`config.mk`:
```
export PLATFORM = sky130hd
export DESIGN_NAME = pipe_ctrl_flat
export DESIGN_NICKNAME = d
export VERILOG_FILES = /design/src/rtl/pipe_ctrl_if.sv /design/src/rtl/pipe_ctrl.sv /design/src/flat_wrapper.sv
export SDC_FILE = /design/constraint.sdc
export NUM_CORES = 1
export LEC_CHECK = 0
export ABC_AREA = 0
export CORE_ASPECT_RATIO = 2
export CORE_MARGIN = 8
export CORE_UTILIZATION = 45
export CTS_BUF_LIST = sky130_fd_sc_hd__clkbuf_8
export DETAILED_ROUTE_END_ITERATION = 8
export DONT_BUFFER_PORTS = 1
export SYNTH_ARGS = -nofsm -noshare
export SYNTH_HDL_FRONTEND = slang
export SYNTH_SLANG_ARGS = --single-unit
```
`constraint.sdc`:
```
create_clock -name clk -period 6.3 [get_ports clk]
set_input_delay 1.26 -clock clk [delete_from_list [all_inputs] [get_ports clk]]
set_output_delay 1.26 -clock clk [all_outputs]
set_load 0.1 [all_outputs]
```
`src/rtl/pipe_ctrl_if.sv`:
```
// Hazard-control bus between the pipeline and pipe_ctrl.
//   stallreq/flush_req/flush_pc/perf_clr : pipeline -> controller requests
//   stall/bubble/flush/new_pc/new_pc_valid : controller -> pipeline registers and PC
//   wdog_timeout/stall_total               : stall monitoring
interface pipe_ctrl_if #(
  parameter int STAGES = 6,
  parameter int PC_W   = 32
);
  logic [STAGES-1:0] stallreq;
  logic              flush_req;
  logic [PC_W-1:0]   flush_pc;
  logic              perf_clr;
  logic [STAGES-1:0] stall;
  logic [STAGES-1:0] bubble;
  logic              flush;
  logic [PC_W-1:0]   new_pc;
  logic              new_pc_valid;
  logic              wdog_timeout;
  logic [31:0]       stall_total;

  modport master (
    output stallreq, flush_req, flush_pc, perf_clr,
    input  stall, bubble, flush, new_pc, new_pc_valid, wdog_timeout, stall_total
  );
  modport slave (
    input  stallreq, flush_req, flush_pc, perf_clr,
    output stall, bubble, flush, new_pc, new_pc_valid, wdog_timeout, stall_total
  );
endinterface

```
`src/rtl/pipe_ctrl.sv`:
```
// Pipeline hazard controller.
//   clk, rst : clock and asynchronous active-low reset
//   bus      : pipe_ctrl_if slave; stall requests in, prefix stall / bubble,
//              registered flush + PC redirect, stall watchdog and stall counter out.
module pipe_ctrl #(
  parameter int STAGES       = 6,
  parameter int PC_W         = 32,
  parameter int FLUSH_CYCLES = 1,
  parameter int WDOG_LIMIT   = 64,
  parameter int WDOG_W       = 8
) (
  input  logic      clk,
  input  logic      rst,
  pipe_ctrl_if.slave bus
);
  localparam int CW = (FLUSH_CYCLES > 1) ? $clog2(FLUSH_CYCLES) : 1;
  localparam logic [CW-1:0]     FC_M1  = CW'(FLUSH_CYCLES - 1);
  localparam logic [WDOG_W-1:0] LIM_M1 = WDOG_W'(WDOG_LIMIT - 1);
  localparam logic [WDOG_W-1:0] WMAX   = '1;

  typedef enum logic {S_IDLE, S_FLUSH} state_t;

  state_t            r_state;
  logic [CW-1:0]     r_cnt;
  logic [PC_W-1:0]   r_pc;
  logic              r_npv;
  logic [WDOG_W-1:0] r_wcnt;
  logic              r_wto;
  logic [31:0]       r_tot;

  logic [STAGES-1:0] w_above;  // w_above[j]: some stage at index >= j requests a stall
  logic [STAGES-1:0] w_bub;
  logic              w_flush;
  logic              w_hold;
  logic [STAGES-1:0] w_stall;

  // Everything at or below the highest requester holds; the stage just above it
  // is the one whose input has gone stale, so it receives the bubble.
  assign w_above[STAGES-1] = bus.stallreq[STAGES-1];
  assign w_bub[0]          = 1'b0;
  for (genvar j = 0; j < STAGES - 1; j++) begin : g_merge
    assign w_above[j]  = bus.stallreq[j] | w_above[j+1];
    assign w_bub[j+1]  = w_above[j] & ~w_above[j+1];
  end

  assign w_flush = (r_state == S_FLUSH);
  assign w_hold  = rst & ~w_flush;  // flush beats stall; reset kills both
  assign w_stall = w_above & {STAGES{w_hold}};

  assign bus.stall        = w_stall;
  assign bus.bubble       = w_bub & {STAGES{w_hold}};
  assign bus.flush        = w_flush;
  assign bus.new_pc       = r_pc;
  assign bus.new_pc_valid = r_npv;
  assign bus.wdog_timeout = r_wto;
  assign bus.stall_total  = r_tot;

  always_ff @(posedge clk or negedge rst) begin
    if (!rst) begin
      r_state <= S_IDLE;
      r_cnt   <= '0;
      r_pc    <= '0;
      r_npv   <= 1'b0;
    end else begin
      r_npv <= 1'b0;
      if (bus.flush_req) begin
        // Accepted from either state; the newest redirect always wins.
        r_state <= S_FLUSH;
        r_cnt   <= FC_M1;
        r_pc    <= bus.flush_pc;
        r_npv   <= 1'b1;
      end else if (r_state == S_FLUSH) begin
        if (r_cnt != '0) r_cnt   <= r_cnt - 1'b1;
        else             r_state <= S_IDLE;
      end
    end
  end

  always_ff @(posedge clk or negedge rst) begin
    if (!rst) begin
      r_wcnt <= '0;
      r_wto  <= 1'b0;
      r_tot  <= '0;
    end else begin
      // Fires only on the LIMIT-1 -> LIMIT step; saturation keeps it from re-firing.
      r_wto <= w_stall[0] && (r_wcnt == LIM_M1);
      if (!w_stall[0])       r_wcnt <= '0;
      else if (r_wcnt != WMAX) r_wcnt <= r_wcnt + 1'b1;
      if (bus.perf_clr) r_tot <= '0;
      else              r_tot <= r_tot + 32'(w_stall[0]);
    end
  end
endmodule

```
`src/flat_wrapper.sv`:
```
// flat-port wrapper written by rule: the top's interface ports become plain ports
module pipe_ctrl_flat 
#(
  parameter int STAGES       = 6,
  parameter int PC_W         = 32,
  parameter int FLUSH_CYCLES = 1,
  parameter int WDOG_LIMIT   = 64,
  parameter int WDOG_W       = 8
)
  (clk, rst, bus_stallreq, bus_flush_req, bus_flush_pc, bus_perf_clr, bus_stall, bus_bubble, bus_flush, bus_new_pc, bus_new_pc_valid, bus_wdog_timeout, bus_stall_total);
  pipe_ctrl_if #(.STAGES(STAGES), .PC_W(PC_W)) bus_i ();
  input  logic clk;
  input  logic rst;
  input wire logic [$bits(bus_i.stallreq)-1:0] bus_stallreq;
  input wire logic [$bits(bus_i.flush_req)-1:0] bus_flush_req;
  input wire logic [$bits(bus_i.flush_pc)-1:0] bus_flush_pc;
  input wire logic [$bits(bus_i.perf_clr)-1:0] bus_perf_clr;
  output wire logic [$bits(bus_i.stall)-1:0] bus_stall;
  output wire logic [$bits(bus_i.bubble)-1:0] bus_bubble;
  output wire logic [$bits(bus_i.flush)-1:0] bus_flush;
  output wire logic [$bits(bus_i.new_pc)-1:0] bus_new_pc;
  output wire logic [$bits(bus_i.new_pc_valid)-1:0] bus_new_pc_valid;
  output wire logic [$bits(bus_i.wdog_timeout)-1:0] bus_wdog_timeout;
  output wire logic [$bits(bus_i.stall_total)-1:0] bus_stall_total;
  assign bus_i.stallreq = bus_stallreq;
  assign bus_i.flush_req = bus_flush_req;
  assign bus_i.flush_pc = bus_flush_pc;
  assign bus_i.perf_clr = bus_perf_clr;
  assign bus_stall = bus_i.stall;
  assign bus_bubble = bus_i.bubble;
  assign bus_flush = bus_i.flush;
  assign bus_new_pc = bus_i.new_pc;
  assign bus_new_pc_valid = bus_i.new_pc_valid;
  assign bus_wdog_timeout = bus_i.wdog_timeout;
  assign bus_stall_total = bus_i.stall_total;
  pipe_ctrl #(.STAGES(STAGES), .PC_W(PC_W), .FLUSH_CYCLES(FLUSH_CYCLES), .WDOG_LIMIT(WDOG_LIMIT), .WDOG_W(WDOG_W)) u_core (.clk(clk), .rst(rst), .bus(bus_i));
endmodule
```
== Yosys cells after proc, flatten, opt, wreduce, memory -nomap -nowiden ==
Index checks and enable logic that the tools add are counted.
Cells by class
  shift-type cells: 0
  mux-type cells: 10
  reductions and logical operators: 2
  $add $sub $neg: 3
  bitwise logic cells: 19
  divide/modulo/power cells: 0
  magnitude comparators: 0
  multipliers: 0
  eq/ne operators: 3
Operators by type and width (number)
  $add A32 B1 Y32: 1
  $mux W32: 1
  $mux W8: 2
  $and A6 B6 Y6: 2
  $add A8 B1 Y8 const B: 1
  $eq A8 B6 Y1 const B: 1
  $ne A8 B8 Y1 const B: 1
  $mux W1: 7
  $and A1 B1 Y1: 6
  $not A1 Y1: 6
  $or A1 B1 Y1: 5
  $ne A2 B2 Y1 const B: 1
  $reduce_bool A2 Y1: 1
  $logic_and A1 B1 Y1: 1
  $sub A1 B1 Y1 const B: 1
Word-level totals
  latch bits: 0
  memories: 0
  input port bits: 42
  memory bits (read-only): 0
  RAM bits: 0
  register bits: 76

== Depth between registers and ports, before layout ==
Gate-level depths: netlist of run 1.
  word-level depth: 8
  mapped depth: 12
  depth with buffers taken out: 9

== Least setup slack after synthesis of run 1 ==
No wires, ideal clock.
  path type: input-to-output
  start: input rst
  end: output bus_bubble[5]
  data arrival time: 3.601 ns
  buffers on the path: 0
  stages on the path: 2
  setup slack: 1.439 ns
  cells stage by stage: nand2b_1 -> nor3b_1
On the way
  word-level cells in the longest chain between the ends: 2
RTL lines
  start: declaration: RTL line flat_wrapper.sv:13  | input logic rst;
  $and A1 B1 Y1: RTL line pipe_ctrl.sv:47  | assign w_hold = rst & ~w_flush;
  $and A6 B6 Y6: RTL line pipe_ctrl.sv:51  | assign bus.bubble = w_bub & {STAGES{w_hold}};
  end: declaration: RTL line flat_wrapper.sv:19  | output wire logic [$bits(bus_i.bubble)-1:0] bus_bubble;
No other way between the ends.

== Worst setup path in the final report of run 1 ==
  start: input bus_stallreq[5]
  end: output bus_stall[0]
On the way
  word-level cells in the longest chain between the ends: 6
RTL lines
  start: declaration: RTL line flat_wrapper.sv:14  | input wire logic [$bits(bus_i.stallreq)-1:0] bus_stallreq;
  $or A1 B1 Y1 (5 in a row): RTL line pipe_ctrl.sv:42  | assign w_above[j] = bus.stallreq[j] | w_above[j+1];
  $and A6 B6 Y6: RTL line pipe_ctrl.sv:48  | assign w_stall = w_above & {STAGES{w_hold}};
  end: declaration: RTL line flat_wrapper.sv:18  | output wire logic [$bits(bus_i.stall)-1:0] bus_stall;
No other way between the ends.

==> reports/results.tsv, run 1 <==
metric	value	unit
drt_pass1_iterations	4	
vias	2416	
drtIter0Drc	129	
grt.busiest_layer	met2	
tightest_slew	1.20	ns
rsz0062_at_grt	false	
p_int	0.697	mW
outcome	completed	
clock_path_buffers	2	
synthCells	304	
area_delta_synth_final	8.01	%
grt_pass1_wl	12900	µm
post_cts_buffers	0	
irDropWorstVdd	0.000233	V
gr-usage-met3	6.58	%
maxSlewViolCount	0	
muxShareOfSynthArea	11.4	%
yosysTopAreaCellShare	53.9	%
max-cap-violations	0	
synth_xor_area_share	3.06	%
synth_compound_area_share	8.45	%
yosys_warnings	0	
hpwlAfterDp	5700	µm
multi_input_area	1510	µm²
max_clock_freq	0.235	GHz
pwr-share-comb	5.0	%
coreArea	7490	µm²
seq_power_share	62.3	%
fin_nets	347	
ys_ff_latch	74	
grt_util_met1	15.8	%
criticalPathCategory	in2out	
skew	0.00791	ns
routabilityCongestion	0.782	
portBuffers	0	
power_density	293	nW/µm²
synth_adder_area_share	1.09	%
leakage	1.50	nW
synth_edf_count	0	
die_h	140	µm
grt.overflow.total	0	
p_clk_share	32.7	%
cts_sinks	74	
place_area	3520	µm²
synthesis.area	3440	µm²
finalWorstSetupSlack	2.04	ns
antenna_found_initial	0	
die_x	77.8	µm
async_flop_share	100	%
cts_buffers	9	
vias_per_cell	6.02	
cp_data_arrival_time	3.00	ns
synthDistinctLibCells	39	
drc	0	
cts_tree	built	
register_area	1850	µm²
yosysMostFrequentCell	dfrtp_1	
ys_top_cells_by_area	dfrtp_1, mux2_2, o31ai_1	
drive_gt1_share	20.5	%
fp.dieArea	10900	µm²
stdcell_area	3710	µm²
cp.required	5.04	ns
holdCritPathClass	reg2reg	
relSlewSlack	19.8	%
fillCellCount	677	
cpMaxStageDelayCell	inv_1	
ios	121	
routedWlPerCell	19.7	µm
crit_path_end_kind	output pin	
drt-total-wl	7920	µm
hold_viol_final	0	
synthTopCellsByCount	dfrtp_1, mux2_2, nor2_1	
synth_fp_nets	349	
grt.met2_usage	23.2	%
synth.avg_cell_area	11.3	µm²
tns	0	ns
start_util	45.9	%
insertion_delay	0.34	ns
ctsHoldBuffers	0	
ys.flop_type	dfrtp_1	
period_needed	4.26	ns
yosysSeqAreaShare	53.9	%
dp_worst_setup_slack	1.93	ns
setup-violations-final	0	
cts_max_level	3	
critical_path.cell_chain	nor2_1 > nand2_1 > o31ai_2 > inv_1	
crit_path_start_kind	input pin	
switching_share	35.9	%
grt.total_usage	14.8	%
post_cts_resized	0	
cp.buffers_inverters	1	
ant_nets	0	
path_clk_slew	0.07	ns
synth_top_family_by_area	simple AND/OR/NAND/NOR gates	
antennaDiodeCount	0	
finalCritPeriodShare	67.6	%
synth-simple-area-share	19.4	%
cp_slowest_stage_delay	0.65	ns
first_global_vias	2398	
std_cell_rows	45	
p_sw	0.391	mW
grt_max_degree	77	
synth_top_area_cell	dfrtp_1	
cp_top_family	buffers and inverters	
clock_tree.root_cell	clkbuf_8	
critPathMaxFanout	10	
==> through the flow <==
step	util, %	hold WS (ns)	total power, mW	instances
after floorplan	-	0.468	0.737	304
after global placement	47.0	0.499	0.742	385
after detailed placement	47.0	0.503	0.744	385
after CTS	49.6	0.513	1.10	401
after global routing	49.6	0.550	1.13	401
final	49.6	0.509	1.09	401
==> kinds of logic after synthesis <==
| logic type | count (synthesis) |
|---|---|
| simple gates | 114 |
| flops | 74 |
| compound gates | 48 |
| mux | 35 |
| buf+inv | 17 |
| xor+xnor | 12 |
| fa+ha+maj | 3 |
| other cells | 1 |
==> final cells by class <==
class | instances | area share, %
Clock inverter | 7 | 1.89
Clock buffer | 9 | 3.34
Timing Repair Buffer | 1 | 0.674
Multi-Input combinational cell | 213 | 40.7
Inverter | 3 | 0.303
Sequential cell | 74 | 49.9
Tap cell | 94 | 3.17
==> sequential cells by signal, summed over array words and instances, names as in the netlist <==
name and flops:
u_core.r_wcnt 8, u_core.bus.wdog_timeout 1, u_core.bus.new_pc 32, u_core.bus.new_pc_valid 1, u_core.bus.stall_total 32
==> final timing paths <==
check / start / to / slack [ns] / cells after the start
max: bus_stallreq[5] / bus_stall[0] / 2.04 / 4
min: u_core.r_wcnt[6] / u_core.bus.wdog_timeout / 0.51 / 1
max reg2reg: u_core.bus.new_pc_valid / u_core.bus.stall_total[23] / 2.29 / 8
min reg2reg: u_core.r_wcnt[6] / u_core.bus.wdog_timeout / 0.51 / 1
max in group asynchronous: rst / u_core.bus.stall_total[4] / 5.57 / 0
min in group asynchronous: rst / u_core.bus.new_pc[13] / 0.60 / 0
==> power by group through the flow <==
stage               combinational, mW  sequential (mW)  clock (mW)
finish                         0.0545            0.678       0.356
global route                   0.0582            0.681       0.386
CTS                            0.0553            0.679       0.368
detailed placement             0.0556            0.688           0
global placement               0.0535            0.688           0
floorplan                      0.0582            0.678           0
==> routing by layer <==
metal	vias to the layer above	share of wire, %
li1	1115	-
met1	1220	38
met2	75	51
met3	6	9.5
met4	0	1.4
met5	-	0
==> cell usage in the layout, fill, tap and decap left out, drive strengths merged, types with 3 or more instances in the layout <==
master,synthesis,routed
nand2,14,14
or4,14,14
dfrtp,74,74
o21ai,7,7
or3,7,7
inv,3,3
ha,3,3
mux2,33,33
nor2,26,26
o31ai,16,16
nor2b,3,3
a21oi,22,22
clkinvlp,0,4
clkbuf,4,10
nand3,13,13
nand4,12,12
and4,7,7
xor2,10,10
and3,5,5
and2,3,3
nor3,6,6
(Power assumes the default switching activity.)
==> run 2: changes to the inputs <==
==> constraint.sdc (replaced) <==
create_clock -name clk -period 3.8 [get_ports clk]
set_input_delay 0.76 -clock clk [delete_from_list [all_inputs] [get_ports clk]]
set_output_delay 0.76 -clock clk [all_outputs]
set_load 0.1 [all_outputs]
==> run 2 against run 1 <==
Effect of this change: critical path depth unchanged; clock power increased by 65%; via count increased by 2.6%; routed wire length decreased by 0.51%; clock skew decreased by 0.0017 ns; first-iteration DRC count increased by 19%; register-to-register slack got worse by 1.1 ns; cell area increased by 4.9%; sequential share of layout area decreased by 2.3 points; largest cell class unchanged; highest routed layer unchanged.
==> reports/results.tsv, run 2 (same netlist as run 1, synthesis figures left out) <==
metric	value	unit	change
cts_sinks	74		unchanged
ff2ff_path_depth	9		+1
place_area	3700	µm²	+5.2%
coreArea	7490	µm²	unchanged
cts_buffers	9		unchanged
die_h	140	µm	unchanged
max_clock_freq	0.363	GHz	
crit_path_end_kind	output pin		
drtIter0Drc	154		+19%
grt_pass1_wl	12800	µm	-0.81%
outcome	completed		
period_needed	2.75	ns	
vias_per_cell	5.80		-3.7%
multi_input_area	1520	µm²	+0.41%
finalCritPeriodShare	72.5	%	
cp.required	3.04	ns	-2.00 ns
routabilityCongestion	0.756		-3.4%
drt-total-wl	7880	µm	-0.51%
fillCellCount	648		-4.3%
clock_path_buffers	2		unchanged
antenna_found_initial	0		unchanged
maxSlewViolCount	0		unchanged
drt_pass1_iterations	4		unchanged
ctsHoldBuffers	0		unchanged
irDropWorstVdd	0.000291	V	+25%
max-cap-violations	0		unchanged
seq_power_share	61.0	%	-1.3 points
die_x	77.8	µm	unchanged
setup-violations-final	0		unchanged
cts_tree	built		
post_cts_resized	0		unchanged
final_common_cell	dfrtp_1		
tns	0	ns	unchanged
ant_nets	0		unchanged
regToRegSetupSlack	1.15	ns	-1.14 ns
gr-usage-met3	7.74	%	+1.2 points
drive_gt1_share	26.7	%	+6.2 points
criticalPathCategory	reg2out		
power_density	465	nW/µm²	+59%
fp.dieArea	10900	µm²	unchanged
routedWlPerCell	18.4	µm	-6.6%
grt_util_met1	16.2	%	+0.34 points
post_cts_buffers	0		unchanged
skew	0.00616	ns	-0.00175 ns
pwr-share-comb	6.6	%	+1.6 points
holdWs	0.0878	ns	-0.422 ns
fin_cells	427		+6.5%
portBuffers	0		unchanged
crit_path_start_kind	register		
fin_nets	373		+7.5%
ios	121		unchanged
hpwlAfterDp	5680	µm	-0.31%
path_clk_slew	0.09	ns	+0.02 ns
rsz0062_at_grt	false		
final_cell_mix	dfrtp_1, mux2_2, buf_4, nor2_1, a21oi_1		
p_clk_share	32.4	%	-0.3 points
p_int	1.12	mW	+61%
grt.total_usage	14.6	%	-0.21 points
cp_data_arrival_time	1.99	ns	-1.01 ns
first_global_vias	2603		+8.5%
stdcell_area	3890	µm²	+4.9%
std_cell_rows	45		unchanged
p_sw	0.690	mW	+76%
total_power	1.81	mW	+66%
cts_max_level	3		unchanged
hold_viol_final	0		unchanged
drc	0		unchanged
tightest_slew	1.06	ns	-0.144 ns
grt.overflow.total	0		unchanged
antennaDiodeCount	0		unchanged
dpl.cell_count	411		+6.8%
register_area	1850	µm²	unchanged
holdCritPathClass	in2async		
grt_max_degree	77		unchanged
grt.met2_usage	22.0	%	-1.2 points
start_util	45.9	%	unchanged
clock_tree.root_cell	clkbuf_8		
vias	2478		+2.6%
switching_share	38.1	%	+2.2 points
grt.busiest_layer	met2		
insertion_delay	0.35	ns	about the same
area_delta_synth_final	13.3	%	
critPathMaxFanout	5		-5
leakage	1.64	nW	+10%
relSlewSlack	29.4	%	+9.5 points
run 2: cell count changes in the layout (fill, tap and decap cells not counted), moves of 2 or more:
| cell | delta |
|---|---|
| buf_4 | +27 |
| clkinvlp_4 | -4 |
| inv_6 | +4 |
| clkinv_2 | -2 |
| inv_8 | +2 |
run 2: per-stage QoR:
stage	utilization (%)	setup WS, ns
finish	52.0	1.05
global route	52.0	0.918
CTS	52.0	1.01
detailed placement	49.4	0.780
global placement	49.4	0.875
floorplan	-	0.270
run 2: power groups by stage:
| stage | combinational, mW | sequential [mW] | clock, mW |
|---|---|---|---|
| 2_1_floorplan | 0.0968 | 1.12 | 0 |
| 3_3_place_gp | 0.118 | 1.12 | 0 |
| 3_5_place_dp | 0.122 | 1.12 | 0 |
| 4_1_cts | 0.121 | 1.10 | 0.610 |
| 5_1_grt | 0.126 | 1.11 | 0.641 |
| 6_report | 0.120 | 1.10 | 0.586 |
run 2: final cells by class:
type / count / share of cell area [%]
sequential: 74 / 47.6
timing repair buffer: 27 / 5.21
clock inverter: 7 / 1.70
tap: 94 / 3.02
multi-input combinational: 213 / 39.0
clock buffer: 9 / 3.18
inverter: 3 / 0.289
run 2: worst max-delay path, cell delays in order, from the launching register on:
cell,delay (ns)
dfrtp_2,0.41
buf_4,0.31
nand2b_1,0.37
nor3b_4,0.23
buf_4,0.31
run 2: path summary, 6_finish.rpt:
| kind | start | endpoint |
|---|---|---|
| max | u_core.bus.new_pc_valid | bus_bubble[5] |
| min | rst | u_core.r_wcnt[5] |
| max reg2reg | u_core.bus.new_pc_valid | u_core.bus.stall_total[23] |
| min reg2reg | u_core.r_wcnt[6] | u_core.bus.wdog_timeout |
| max in group asynchronous | rst | u_core.bus.stall_total[26] |
| min in group clk | bus_flush_req | u_core.bus.new_pc_valid |
run 2: metal layers:
metal  routed length (µm)  part of all wire, %  up-vias
met5                    0                    0        -
met4                  188                  2.4        0
met3                  915                   12       14
met2                 3730                   47      100
met1                 3050                   39     1195
li1                     -                    -     1169
==> run 3: changes to the inputs <==
==> constraint.sdc (replaced) <==
create_clock -name clk -period 2.3 [get_ports clk]
set_input_delay 0.46 -clock clk [delete_from_list [all_inputs] [get_ports clk]]
set_output_delay 0.46 -clock clk [all_outputs]
set_load 0.1 [all_outputs]
==> run 3 against run 2 <==
Effect of this change: the run now ends with negative hold slack left; cell area rose by 12%; critical path depth rose by 4; worst setup slack got worse by 0.92 ns; combinational power rose by 110%; routed wire length rose by 6.7%; hold slack got worse by 0.11 ns; sequential share of layout area fell by 5.0 points; largest cell class unchanged; largest power group unchanged; highest routed layer unchanged.
==> reports/results.tsv, run 3 (same netlist as run 1, synthesis figures left out) <==
metric	value	unit	change
cts_buffers	9		unchanged
violations	negative hold slack		
cts_tree	built		
grt.overflow.total	0		unchanged
drive_gt1_share	35.3	%	+8.6 points
ant_nets	0		unchanged
cts_max_level	3		unchanged
total_power	3.09	mW	+71%
grt.total_usage	15.5	%	+0.86 points
holdWs	-0.0214	ns	-0.109 ns
regToRegSetupSlack	0.12	ns	-1.03 ns
holdCritPathClass	in2async		
drt_pass1_iterations	5		+1
maxSlewViolCount	0		unchanged
finalCritPeriodShare	94.7	%	
outcome	finished with violations		
grt_pass1_wl	13600	µm	+6.7%
routedWlPerCell	18.3	µm	-0.76%
cp_data_arrival_time	2.45	ns	+0.46 ns
antenna_found_initial	0		unchanged
fin_cells	459		+7.5%
ios	121		unchanged
reg2reg_from	u_core.bus.new_pc_valid		
drt-total-wl	8400	µm	+6.7%
final_cell_mix	dfrtp_1, buf_4, mux2_2, nor2_1, a21oi_1		
std_cell_rows	45		unchanged
period_needed	2.18	ns	
power_density	708	nW/µm²	+52%
routabilityCongestion	0.789		+4.4%
ff2ff_path_depth	8		-1
fp.dieArea	10900	µm²	unchanged
final_util	58.2	%	+6.2 points
setup-violations-final	0		unchanged
drtIter0Drc	181		+18%
critPathMaxFanout	15		+10
dpl.cell_count	438		+6.6%
grt_max_degree	75		-2.6%
clock_path_buffers	2		unchanged
start_util	45.9	%	unchanged
skew	0.00804	ns	+0.00188 ns
die_h	140	µm	unchanged
tns	0	ns	unchanged
cts_sinks	74		unchanged
crit_path_start_kind	register		
portBuffers	0		unchanged
coreArea	7490	µm²	unchanged
first_global_vias	2695		+3.5%
crit_path_end_kind	register		
drc	0		unchanged
tightest_slew	0.937	ns	-0.123 ns
clock_tree.root_cell	clkbuf_8		
cp.required	2.57	ns	-0.47 ns
area_delta_synth_final	26.8	%	
criticalPathCategory	reg2reg		
hpwlAfterDp	6060	µm	+6.7%
final_common_cell	dfrtp_1		
timing.rr.end	u_core.bus.stall_total[22]		
fillCellCount	641		-1.1%
max_clock_freq	0.459	GHz	
relSlewSlack	37.6	%	+8.2 points
leakage	1.85	nW	+12%
vias	2635		+6.3%
insertion_delay	0.34	ns	about the same
rsz0062_at_grt	false		
max-cap-violations	0		unchanged
irDropWorstVdd	0.000678	V	+130%
hold_viol_final	6		+6
vias_per_cell	5.74		-1.1%
die_x	77.8	µm	unchanged
antennaDiodeCount	0		unchanged
fin_nets	405		+8.6%
path_clk_slew	0.08	ns	about the same
[run 3: power breakdown]
| group | internal, mW | switching, mW |
|---|---|---|
| clock | 0.530 | 0.476 |
| combinational | 0.102 | 0.152 |
| sequential | 1.35 | 0.474 |
| total | 1.98 | 1.10 |
[run 3: what timing repair did]
action                     CTS  global route
hold endpoints to repair    74             0
setup endpoints to repair    0             3
gates resized for setup      0             1
hold buffers                 1             0
setup buffers                0             4
[run 3: how the worst max path moves through the flow]
| stage | from | end | cells past startpoint |
|---|---|---|---|
| after floorplan | bus_stallreq[4] | u_core.bus.stall_total[15] | 12 |
| after global placement | rst | u_core.bus.stall_total[23] | 8 |
| after detailed placement | rst | u_core.bus.stall_total[22] | 8 |
| after CTS | u_core.bus.new_pc_valid | u_core.bus.stall_total[22] | 8 |
| after global routing | u_core.bus.new_pc_valid | u_core.bus.stall_total[30] | 9 |
| final | u_core.bus.new_pc_valid | u_core.bus.stall_total[22] | 8 |
[run 3: area by class of cell]
cell class / instances / area [µm²] / share of cell area [%]
repair buffers: 59 / 601 / 13.8
well taps: 94 / 118 / 2.70
multi-input cells: 213 / 1570 / 35.9
clock buffers: 10 / 138 / 3.16
flip-flops and latches: 74 / 1860 / 42.6
inverters: 3 / 15.0 / 0.345
clock inverters: 6 / 66.3 / 1.52
[run 3: through the flow]
| stage | worst slack (ns) | hold slack, ns | instance area [µm²] |
|---|---|---|---|
| floorplan | -0.646 | 0.164 | 3510 |
| global placement | 0.139 | 0.167 | 4090 |
| detailed placement | 0.0804 | 0.168 | 4090 |
| CTS | 0.0743 | 0.00348 | 4320 |
| global route | 0.0210 | 0.00157 | 4360 |
| finish | 0.122 | -0.0214 | 4360 |
[run 3: critical path, cell delays in order, from the launching register on]
cell and delay [ns]:
dfrtp_4 0.48, nor2b_2 0.18, o31ai_4 0.12, clkinvlp_4 0.11, ha_4 0.13, and2_4 0.17, nand4_4 0.23, or4_1 0.53
a21oi_1 0.16
[run 3: layer usage]
layer	global-route usage, %	vias to the layer above	share of wire [%]
li1	-	1237	-
met1	17.5	1281	39
met2	23.6	102	48
met3	7.16	15	9.8
met4	8.02	0	2.8
met5	0	-	0
